[src/rtl/s8_noc_pkg.sv]
// Shared definitions for the sector-8 AVMM register responder: register map,
// fill value for unmapped reads and the responder FSM state type.
package s8_noc_pkg;

    localparam int unsigned REG_ID_OFF       = 32'h000;
    localparam int unsigned REG_CTRL_OFF     = 32'h004;
    localparam int unsigned REG_ERR_OFF      = 32'h008;
    localparam int unsigned REG_RD_CNT_OFF   = 32'h010;
    localparam int unsigned REG_WR_CNT_OFF   = 32'h014;
    localparam int unsigned SCRATCH_BASE_OFF = 32'h100;

    localparam logic [31:0] DEAD_BEEF = 32'hDEAD_BEEF;

    typedef enum logic {
        INIT,
        READY
    } resp_state_t;

    // Byte offset to 32-bit word index.
    function automatic int unsigned word_off(input int unsigned byte_off);
        return byte_off >> 2;
    endfunction

endpackage

[src/rtl/s8_avmm_responder_if.sv]
// AVMM slave-side bus bundle between the PR user-logic master and the
// register responder.
interface s8_avmm_responder_if #(
    parameter int unsigned ADDR_W = 20
);
    logic [ADDR_W-1:0] avmm_slave_address;
    logic              avmm_slave_read;
    logic              avmm_slave_write;
    logic [31:0]       avmm_slave_writedata;
    logic              avmm_slave_waitrequest;
    logic [31:0]       avmm_slave_readdata;
    logic              avmm_slave_readdatavalid;

    modport master (
        output avmm_slave_address,
        output avmm_slave_read,
        output avmm_slave_write,
        output avmm_slave_writedata,
        input  avmm_slave_waitrequest,
        input  avmm_slave_readdata,
        input  avmm_slave_readdatavalid
    );

    modport slave (
        input  avmm_slave_address,
        input  avmm_slave_read,
        input  avmm_slave_write,
        input  avmm_slave_writedata,
        output avmm_slave_waitrequest,
        output avmm_slave_readdata,
        output avmm_slave_readdatavalid
    );
endinterface

[src/rtl/s8_rd_pipe.sv]
// Fixed-latency read response pipeline: LATENCY-deep valid/data shift register,
// flushed by the synchronous active-low reset.
module s8_rd_pipe #(
    parameter int unsigned LATENCY = 2,
    parameter int unsigned DATA_W  = 32
) (
    input  logic              clk,
    input  logic              rst,
    input  logic              push_valid,
    input  logic [DATA_W-1:0] push_data,
    output logic              pop_valid,
    output logic [DATA_W-1:0] pop_data
);

    logic              valid_q [LATENCY];
    logic [DATA_W-1:0] data_q  [LATENCY];

    always_ff @(posedge clk) begin
        if (!rst) begin
            for (int i = 0; i < LATENCY; i++) begin
                valid_q[i] <= 1'b0;
                data_q[i]  <= '0;
            end
        end else begin
            valid_q[0] <= push_valid;
            data_q[0]  <= push_data;
            for (int i = 1; i < LATENCY; i++) begin
                valid_q[i] <= valid_q[i-1];
                data_q[i]  <= data_q[i-1];
            end
        end
    end

    assign pop_valid = valid_q[LATENCY-1];
    assign pop_data  = data_q[LATENCY-1];

endmodule

[src/rtl/s8_avmm_responder.sv]
// AVMM register responder for the sector-8 PR master: ID/CTRL/ERR, scratch file,
// fixed-latency reads. Optional RD_CNT/WR_CNT via macro S8_RESP_PERF_CNT_EN.
module s8_avmm_responder
    import s8_noc_pkg::*;
#(
    parameter int unsigned ADDR_W       = 20,
    parameter int unsigned NUM_REGS     = 16,
    parameter int unsigned READ_LATENCY = 2,
    parameter logic [31:0] ID_VALUE     = 32'h5EC7_0008
) (
    input  logic               clk,
    input  logic               rst,
    s8_avmm_responder_if.slave avmm,
    output logic               ready
);

    localparam int unsigned WORD_W = ADDR_W - 2;
    localparam int unsigned IDX_W  = $clog2(NUM_REGS);

    localparam logic [WORD_W-1:0] W_ID     = WORD_W'(word_off(REG_ID_OFF));
    localparam logic [WORD_W-1:0] W_CTRL   = WORD_W'(word_off(REG_CTRL_OFF));
    localparam logic [WORD_W-1:0] W_ERR    = WORD_W'(word_off(REG_ERR_OFF));
    localparam logic [WORD_W-1:0] W_SCR_LO = WORD_W'(word_off(SCRATCH_BASE_OFF));
    localparam logic [WORD_W-1:0] W_SCR_HI = WORD_W'(word_off(SCRATCH_BASE_OFF) + NUM_REGS - 1);

    resp_state_t       state_q, state_d;
    logic [IDX_W-1:0]  init_idx_q, init_idx_d;
    logic [31:0]       scratch_q [NUM_REGS];
    logic [31:1]       ctrl_q;
    logic [31:0]       err_q;

    logic [WORD_W-1:0] waddr;
    logic [IDX_W-1:0]  sidx;
    logic              unused_addr_lsb;
    logic              waitrequest;
    logic              rd_req, wr_req, rd_acc;
    logic              hit_id, hit_ctrl, hit_err, hit_scr;
    logic              rd_mapped, wr_mapped;
    logic              err_inc, soft_init;
    logic [31:0]       rd_data;
    logic [31:0]       wdata;

    assign waddr           = avmm.avmm_slave_address[ADDR_W-1:2];
    assign unused_addr_lsb = ^avmm.avmm_slave_address[1:0];
    // Scratch base is 64-word aligned, so the low word-address bits index the file.
    assign sidx            = waddr[IDX_W-1:0];
    assign wdata           = avmm.avmm_slave_writedata;

    assign waitrequest                 = (state_q != READY);
    assign avmm.avmm_slave_waitrequest = waitrequest;
    assign ready                       = (state_q == READY);

    assign rd_req = avmm.avmm_slave_read & ~waitrequest;
    assign wr_req = avmm.avmm_slave_write & ~waitrequest;
    // A combined read+write performs only the write.
    assign rd_acc = rd_req & ~wr_req;

    assign hit_id    = (waddr == W_ID);
    assign hit_ctrl  = (waddr == W_CTRL);
    assign hit_err   = (waddr == W_ERR);
    assign hit_scr   = (waddr >= W_SCR_LO) && (waddr <= W_SCR_HI);
    assign wr_mapped = hit_ctrl | hit_scr;

    assign soft_init = wr_req & hit_ctrl & wdata[0];

`ifdef S8_RESP_PERF_CNT_EN
    localparam logic [WORD_W-1:0] W_RD_CNT = WORD_W'(word_off(REG_RD_CNT_OFF));
    localparam logic [WORD_W-1:0] W_WR_CNT = WORD_W'(word_off(REG_WR_CNT_OFF));

    logic [31:0] rd_cnt_q, wr_cnt_q;

    always_ff @(posedge clk) begin
        if (!rst || soft_init) begin
            rd_cnt_q <= '0;
            wr_cnt_q <= '0;
        end else begin
            if (rd_acc) rd_cnt_q <= rd_cnt_q + 32'd1;
            if (wr_req) wr_cnt_q <= wr_cnt_q + 32'd1;
        end
    end
`endif

    always_comb begin
        rd_data   = DEAD_BEEF;
        rd_mapped = 1'b1;
        if (hit_id) begin
            rd_data = ID_VALUE;
        end else if (hit_ctrl) begin
            rd_data = {ctrl_q, 1'b0};
        end else if (hit_err) begin
            rd_data = err_q;
        end else if (hit_scr) begin
            rd_data = scratch_q[sidx];
`ifdef S8_RESP_PERF_CNT_EN
        end else if (waddr == W_RD_CNT) begin
            rd_data = rd_cnt_q;
        end else if (waddr == W_WR_CNT) begin
            rd_data = wr_cnt_q;
`endif
        end else begin
            rd_mapped = 1'b0;
        end
    end

    // All error sources in one cycle collapse to a single increment.
    assign err_inc = (rd_acc & ~rd_mapped) | (wr_req & ~wr_mapped) | (rd_req & wr_req);

    always_comb begin
        state_d    = state_q;
        init_idx_d = init_idx_q;
        unique case (state_q)
            INIT: begin
                init_idx_d = init_idx_q + 1'b1;
                if (init_idx_q == IDX_W'(NUM_REGS - 1)) begin
                    state_d    = READY;
                    init_idx_d = '0;
                end
            end
            READY: begin
                if (soft_init) begin
                    state_d    = INIT;
                    init_idx_d = '0;
                end
            end
            default: begin
                state_d    = INIT;
                init_idx_d = '0;
            end
        endcase
    end

    always_ff @(posedge clk) begin
        if (!rst) begin
            state_q    <= INIT;
            init_idx_q <= '0;
        end else begin
            state_q    <= state_d;
            init_idx_q <= init_idx_d;
        end
    end

    // No reset on the file itself: INIT always follows reset and clears it.
    always_ff @(posedge clk) begin
        if (state_q == INIT) begin
            scratch_q[init_idx_q] <= '0;
        end else if (wr_req && hit_scr) begin
            scratch_q[sidx] <= wdata;
        end
    end

    always_ff @(posedge clk) begin
        if (!rst) begin
            ctrl_q <= '0;
            err_q  <= '0;
        end else begin
            if (wr_req && hit_ctrl) ctrl_q <= wdata[31:1];
            if (err_inc && (err_q != '1)) err_q <= err_q + 32'd1;
        end
    end

    s8_rd_pipe #(
        .LATENCY(READ_LATENCY),
        .DATA_W (32)
    ) u_rd_pipe (
        .clk       (clk),
        .rst       (rst),
        .push_valid(rd_acc),
        .push_data (rd_acc ? rd_data : 32'd0),
        .pop_valid (avmm.avmm_slave_readdatavalid),
        .pop_data  (avmm.avmm_slave_readdata)
    );

endmodule

[src/flat_wrapper.sv]
// flat-port wrapper written by rule: the top's interface ports become plain ports
module s8_avmm_responder_flat import s8_noc_pkg::*;
#(
    parameter int unsigned ADDR_W       = 20,
    parameter int unsigned NUM_REGS     = 16,
    parameter int unsigned READ_LATENCY = 2,
    parameter logic [31:0] ID_VALUE     = 32'h5EC7_0008
)
  (clk, rst, ready, avmm_avmm_slave_address, avmm_avmm_slave_read, avmm_avmm_slave_write, avmm_avmm_slave_writedata, avmm_avmm_slave_waitrequest, avmm_avmm_slave_readdata, avmm_avmm_slave_readdatavalid);
  s8_avmm_responder_if #(.ADDR_W(ADDR_W)) avmm_i ();
  input  logic clk;
  input  logic rst;
  output logic ready;
  input wire logic [$bits(avmm_i.avmm_slave_address)-1:0] avmm_avmm_slave_address;
  input wire logic [$bits(avmm_i.avmm_slave_read)-1:0] avmm_avmm_slave_read;
  input wire logic [$bits(avmm_i.avmm_slave_write)-1:0] avmm_avmm_slave_write;
  input wire logic [$bits(avmm_i.avmm_slave_writedata)-1:0] avmm_avmm_slave_writedata;
  output wire logic [$bits(avmm_i.avmm_slave_waitrequest)-1:0] avmm_avmm_slave_waitrequest;
  output wire logic [$bits(avmm_i.avmm_slave_readdata)-1:0] avmm_avmm_slave_readdata;
  output wire logic [$bits(avmm_i.avmm_slave_readdatavalid)-1:0] avmm_avmm_slave_readdatavalid;
  assign avmm_i.avmm_slave_address = avmm_avmm_slave_address;
  assign avmm_i.avmm_slave_read = avmm_avmm_slave_read;
  assign avmm_i.avmm_slave_write = avmm_avmm_slave_write;
  assign avmm_i.avmm_slave_writedata = avmm_avmm_slave_writedata;
  assign avmm_avmm_slave_waitrequest = avmm_i.avmm_slave_waitrequest;
  assign avmm_avmm_slave_readdata = avmm_i.avmm_slave_readdata;
  assign avmm_avmm_slave_readdatavalid = avmm_i.avmm_slave_readdatavalid;
  s8_avmm_responder #(.ADDR_W(ADDR_W), .NUM_REGS(NUM_REGS), .READ_LATENCY(READ_LATENCY), .ID_VALUE(ID_VALUE)) u_core (.clk(clk), .rst(rst), .avmm(avmm_i), .ready(ready));
endmodule
[config.mk]
export PLATFORM = sky130hd
export DESIGN_NAME = s8_avmm_responder_flat
export DESIGN_NICKNAME = d
export VERILOG_FILES = /design/src/rtl/s8_noc_pkg.sv /design/src/rtl/s8_avmm_responder_if.sv /design/src/rtl/s8_rd_pipe.sv /design/src/rtl/s8_avmm_responder.sv /design/src/flat_wrapper.sv
export SDC_FILE = /design/constraint.sdc
export NUM_CORES = 1
export LEC_CHECK = 0
export ABC_AREA = 1
export CELL_PAD_IN_SITES_DETAIL_PLACEMENT = 1
export CELL_PAD_IN_SITES_GLOBAL_PLACEMENT = 2
export CORE_UTILIZATION = 43
export CTS_CLUSTER_DIAMETER = 40
export DETAILED_ROUTE_END_ITERATION = 10
export DONT_BUFFER_PORTS = 1
export GPL_ROUTABILITY_DRIVEN = 0
export PLACE_DENSITY = 0.75
export SLEW_MARGIN = 10
export SYNTH_ARGS = -nofsm -noshare
export SYNTH_HDL_FRONTEND = slang
export SYNTH_HIERARCHICAL = 1
export SYNTH_SLANG_ARGS = --single-unit
export TNS_END_PERCENT = 5
[constraint.sdc]
create_clock -name clk -period 5.32 [get_ports clk]
set_clock_uncertainty 0.2 [all_clocks]
set_input_delay 1.33 -clock clk [delete_from_list [all_inputs] [get_ports clk]]
set_output_delay 1.33 -clock clk [all_outputs]
set_load 0.05 [all_outputs]
==> flow_summary.toml <==
[final_layout]
antennaDiodeCount = 0
syn_to_final_growth_pct = 15.3
fin_nets = 2394
finalNonFillerCells = 3199
final_core_util_pct = 50.1
design_area_um2 = 30200
drive_gt1_share_pct = 12.7

[critical_path]
reg2reg_depth = 9
crit_path_max_fanout = 25
ff2ff_setup_slack_ps = 1310
endpoint_kind = "flop"
reg2reg_to = "u_core/scratch_q[10][23]"
path_class = "in2reg"
cp_data_required_time_ps = 5420
reg2reg_from = "u_core/ready"
critPathLaunchType = "input port"
critPathArrivalTime_ps = 4220

[yosys]
yosys-top-cells-count = "nand2_1, edfxtp_1, nor2_1"
synthFlopType = "edfxtp_1"
syn_nets = 2410
syn_inst = 2352
synthTopCellsByArea = "edfxtp_1, dfxtp_1, nand2_1"
synth_warnings = 6
yosys.cell_types.count = 44
synth_most_common_cell = "nand2_1"
netlist_area_um2 = 26200
yosysTopAreaCellShare_pct = 58.7
syn_avg_cell_area_um2 = 11.1
synth-seq-cells = 646
postSynth.asyncResetShare_pct = 0
yosys.area.top_type = "edfxtp_1"
synth_edf_count = 512
yosysSeqAreaShare_pct = 68.9

[run]
drv_cap = 0

[cts]
hold_buffers = 0
postCtsSetupBuffers = 0
clk_latency_ps = 650
post_cts_resized = 0
cts.reportedPaths.clkPinSlew_ps = 60
cts_made_buffers = 94
h-tree-depth = 3
cts_tree = "built"
cts_root_buf = "clkbuf_16"
clock_path_buffers = 3
clock_sink_count = 646

[detailed_routing]
ant_nets = 0
via_per_inst = 5.55
remaining_drc_errors = 0
routed_wirelength_um = 76800
drtIter0Drc = 1133
avgRoutedWirePerCell_um = 24.0
vias = 17700
dr.pass1.iters = 5

[sta]
hold_ws_ps = 204
fin_crit_ps = 4130
fin_ws_ps = 1190
rsz0062_at_grt = "false"
period_share_pct = 77.6
setup_violations = 0
worst_pin_slew_ps = 1180
max_freq_mhz = 242
drv_slew = 0
finalSetupTns_ps = 0
slew_headroom_pct = 20.9
final_hold_viol_count = 0

[hold_path]
min_from = "u_core/u_rd_pipe/data_q[0][17]"
whs_path_depth = 2
min_path_type = "reg2reg"
hold_path_end = "u_core/u_rd_pipe/data_q[0][49]"

[pwr]
power_mw = 12.1
p_leak_nw = 11.8
worst_ir_drop_vdd_mv = 0.242
p_per_area_nw_per_um2 = 402

[floorplan]
die-area_um2 = 61900
coreArea_um2 = 60200
start_util_pct = 43.5
die_h_um = 249
die_w_um = 249
ioPinCount = 91
rows = 90

[global_routing]
globalRoute.totalOverflow = 0
grt_usage_pct = 24.9
grt_pass1_vias = 18000
grt_first_pass_wirelength_um = 114000
grt_max_degree = 97
grt_antenna_before_repair = 1

[place]
placed_area_um2 = 27000
place_inst = 3022
pre_cts_ws_ps = 551
portBuffers = 0
post-dp-hpwl_um = 46300

[status]
status = "finished clean"
critical path, cell delays in order:
cell and delay, ps:
nor2_1 100, nand2_1 110, nor2_4 180, nand2_1 130
inv_2 210, nand2_2 360, nand2_1 170, o21ai_1 120
inv_1 110, nand3_1 310, nor2_4 600, buf_4 470
flip-flops by register name, summed over array words and instances, names as in the netlist:
name	flops
u_core/scratch_q	512
u_core/ctrl_q	31
u_core/ready	1
u_core/u_rd_pipe/valid_q	2
u_core/init_idx_q	4
u_core/err_q	32
u_core/u_rd_pipe/data_q	64
cell families after synthesis:
kind of cell / Yosys count / share of synthesized area, %
simple gates: 1071 / 17.3
fa+ha+maj: 2 / 0.0955
xor+xnor: 16 / 0.535
compound gates: 298 / 7.56
flops: 646 / 68.9
buf+inv: 319 / 5.54
cell type report:
cell class | instances | area [um2]
Multi-Input combinational cell | 1387 | 6820
Clock inverter | 73 | 805
Inverter | 167 | 627
Clock buffer | 104 | 2430
Timing Repair Buffer | 40 | 488
Sequential cell | 646 | 18100
Tap cell | 782 | 978
Fill cell | 6269 | 30000
routing by layer:
layer | vias up | part of all wire (%) | GRT usage (%)
li1 | 8130 | - | -
met1 | 8970 | 43 | 32.6
met2 | 515 | 48 | 41.0
met3 | 123 | 6.3 | 5.13
met4 | 2 | 2.7 | 8.70
met5 | - | 0.017 | 0
cells in the final DEF (no fill, tap or decap), types with 7 or more instances in the layout:
master and instances:
edfxtp_1 512, clkbuf_16 95, nand3b_1 12, o22ai_1 31, clkinvlp_4 11, clkinv_4 13, inv_2 19, nand4_1 87
o211ai_1 8, nor2_4 22, or2_2 9, a21oi_2 19, nor2_1 246, buf_4 25, o21ai_0 36, nand3_1 68
nand2_2 24, a22oi_1 79, xor2_1 14, a211oi_1 36, o2111ai_1 7, inv_6 17, a21oi_1 63, inv_1 145
nand2_1 589, buf_12 15, bufinv_16 8, dfxtp_1 134, clkinv_1 9
worst max path at each step:
stage / from / endpoint / slack [ps] / depth (start not counted)
6_report: avmm_avmm_slave_address[15] / u_core/scratch_q[10][23] / 1190 / 12
5_1_grt: avmm_avmm_slave_address[19] / u_core/scratch_q[10][23] / 990 / 12
4_1_cts: avmm_avmm_slave_address[15] / u_core/scratch_q[10][23] / 1200 / 12
3_5_place_dp: avmm_avmm_slave_address[15] / u_core/scratch_q[10][28] / 550 / 12
3_3_place_gp: avmm_avmm_slave_address[13] / u_core/scratch_q[10][22] / 600 / 12
2_1_floorplan: avmm_avmm_slave_address[11] / u_core/scratch_q[12][0] / 930 / 12
where the power goes:
group / total, mW / switching, mW / internal (mW) / leakage (nW)
clock: 6.26 / 2.47 / 3.79 / 1.56
combinational: 0.379 / 0.283 / 0.0954 / 3.63
sequential: 5.49 / 0.0202 / 5.47 / 6.58
Power figures use the tool's default switching activity.
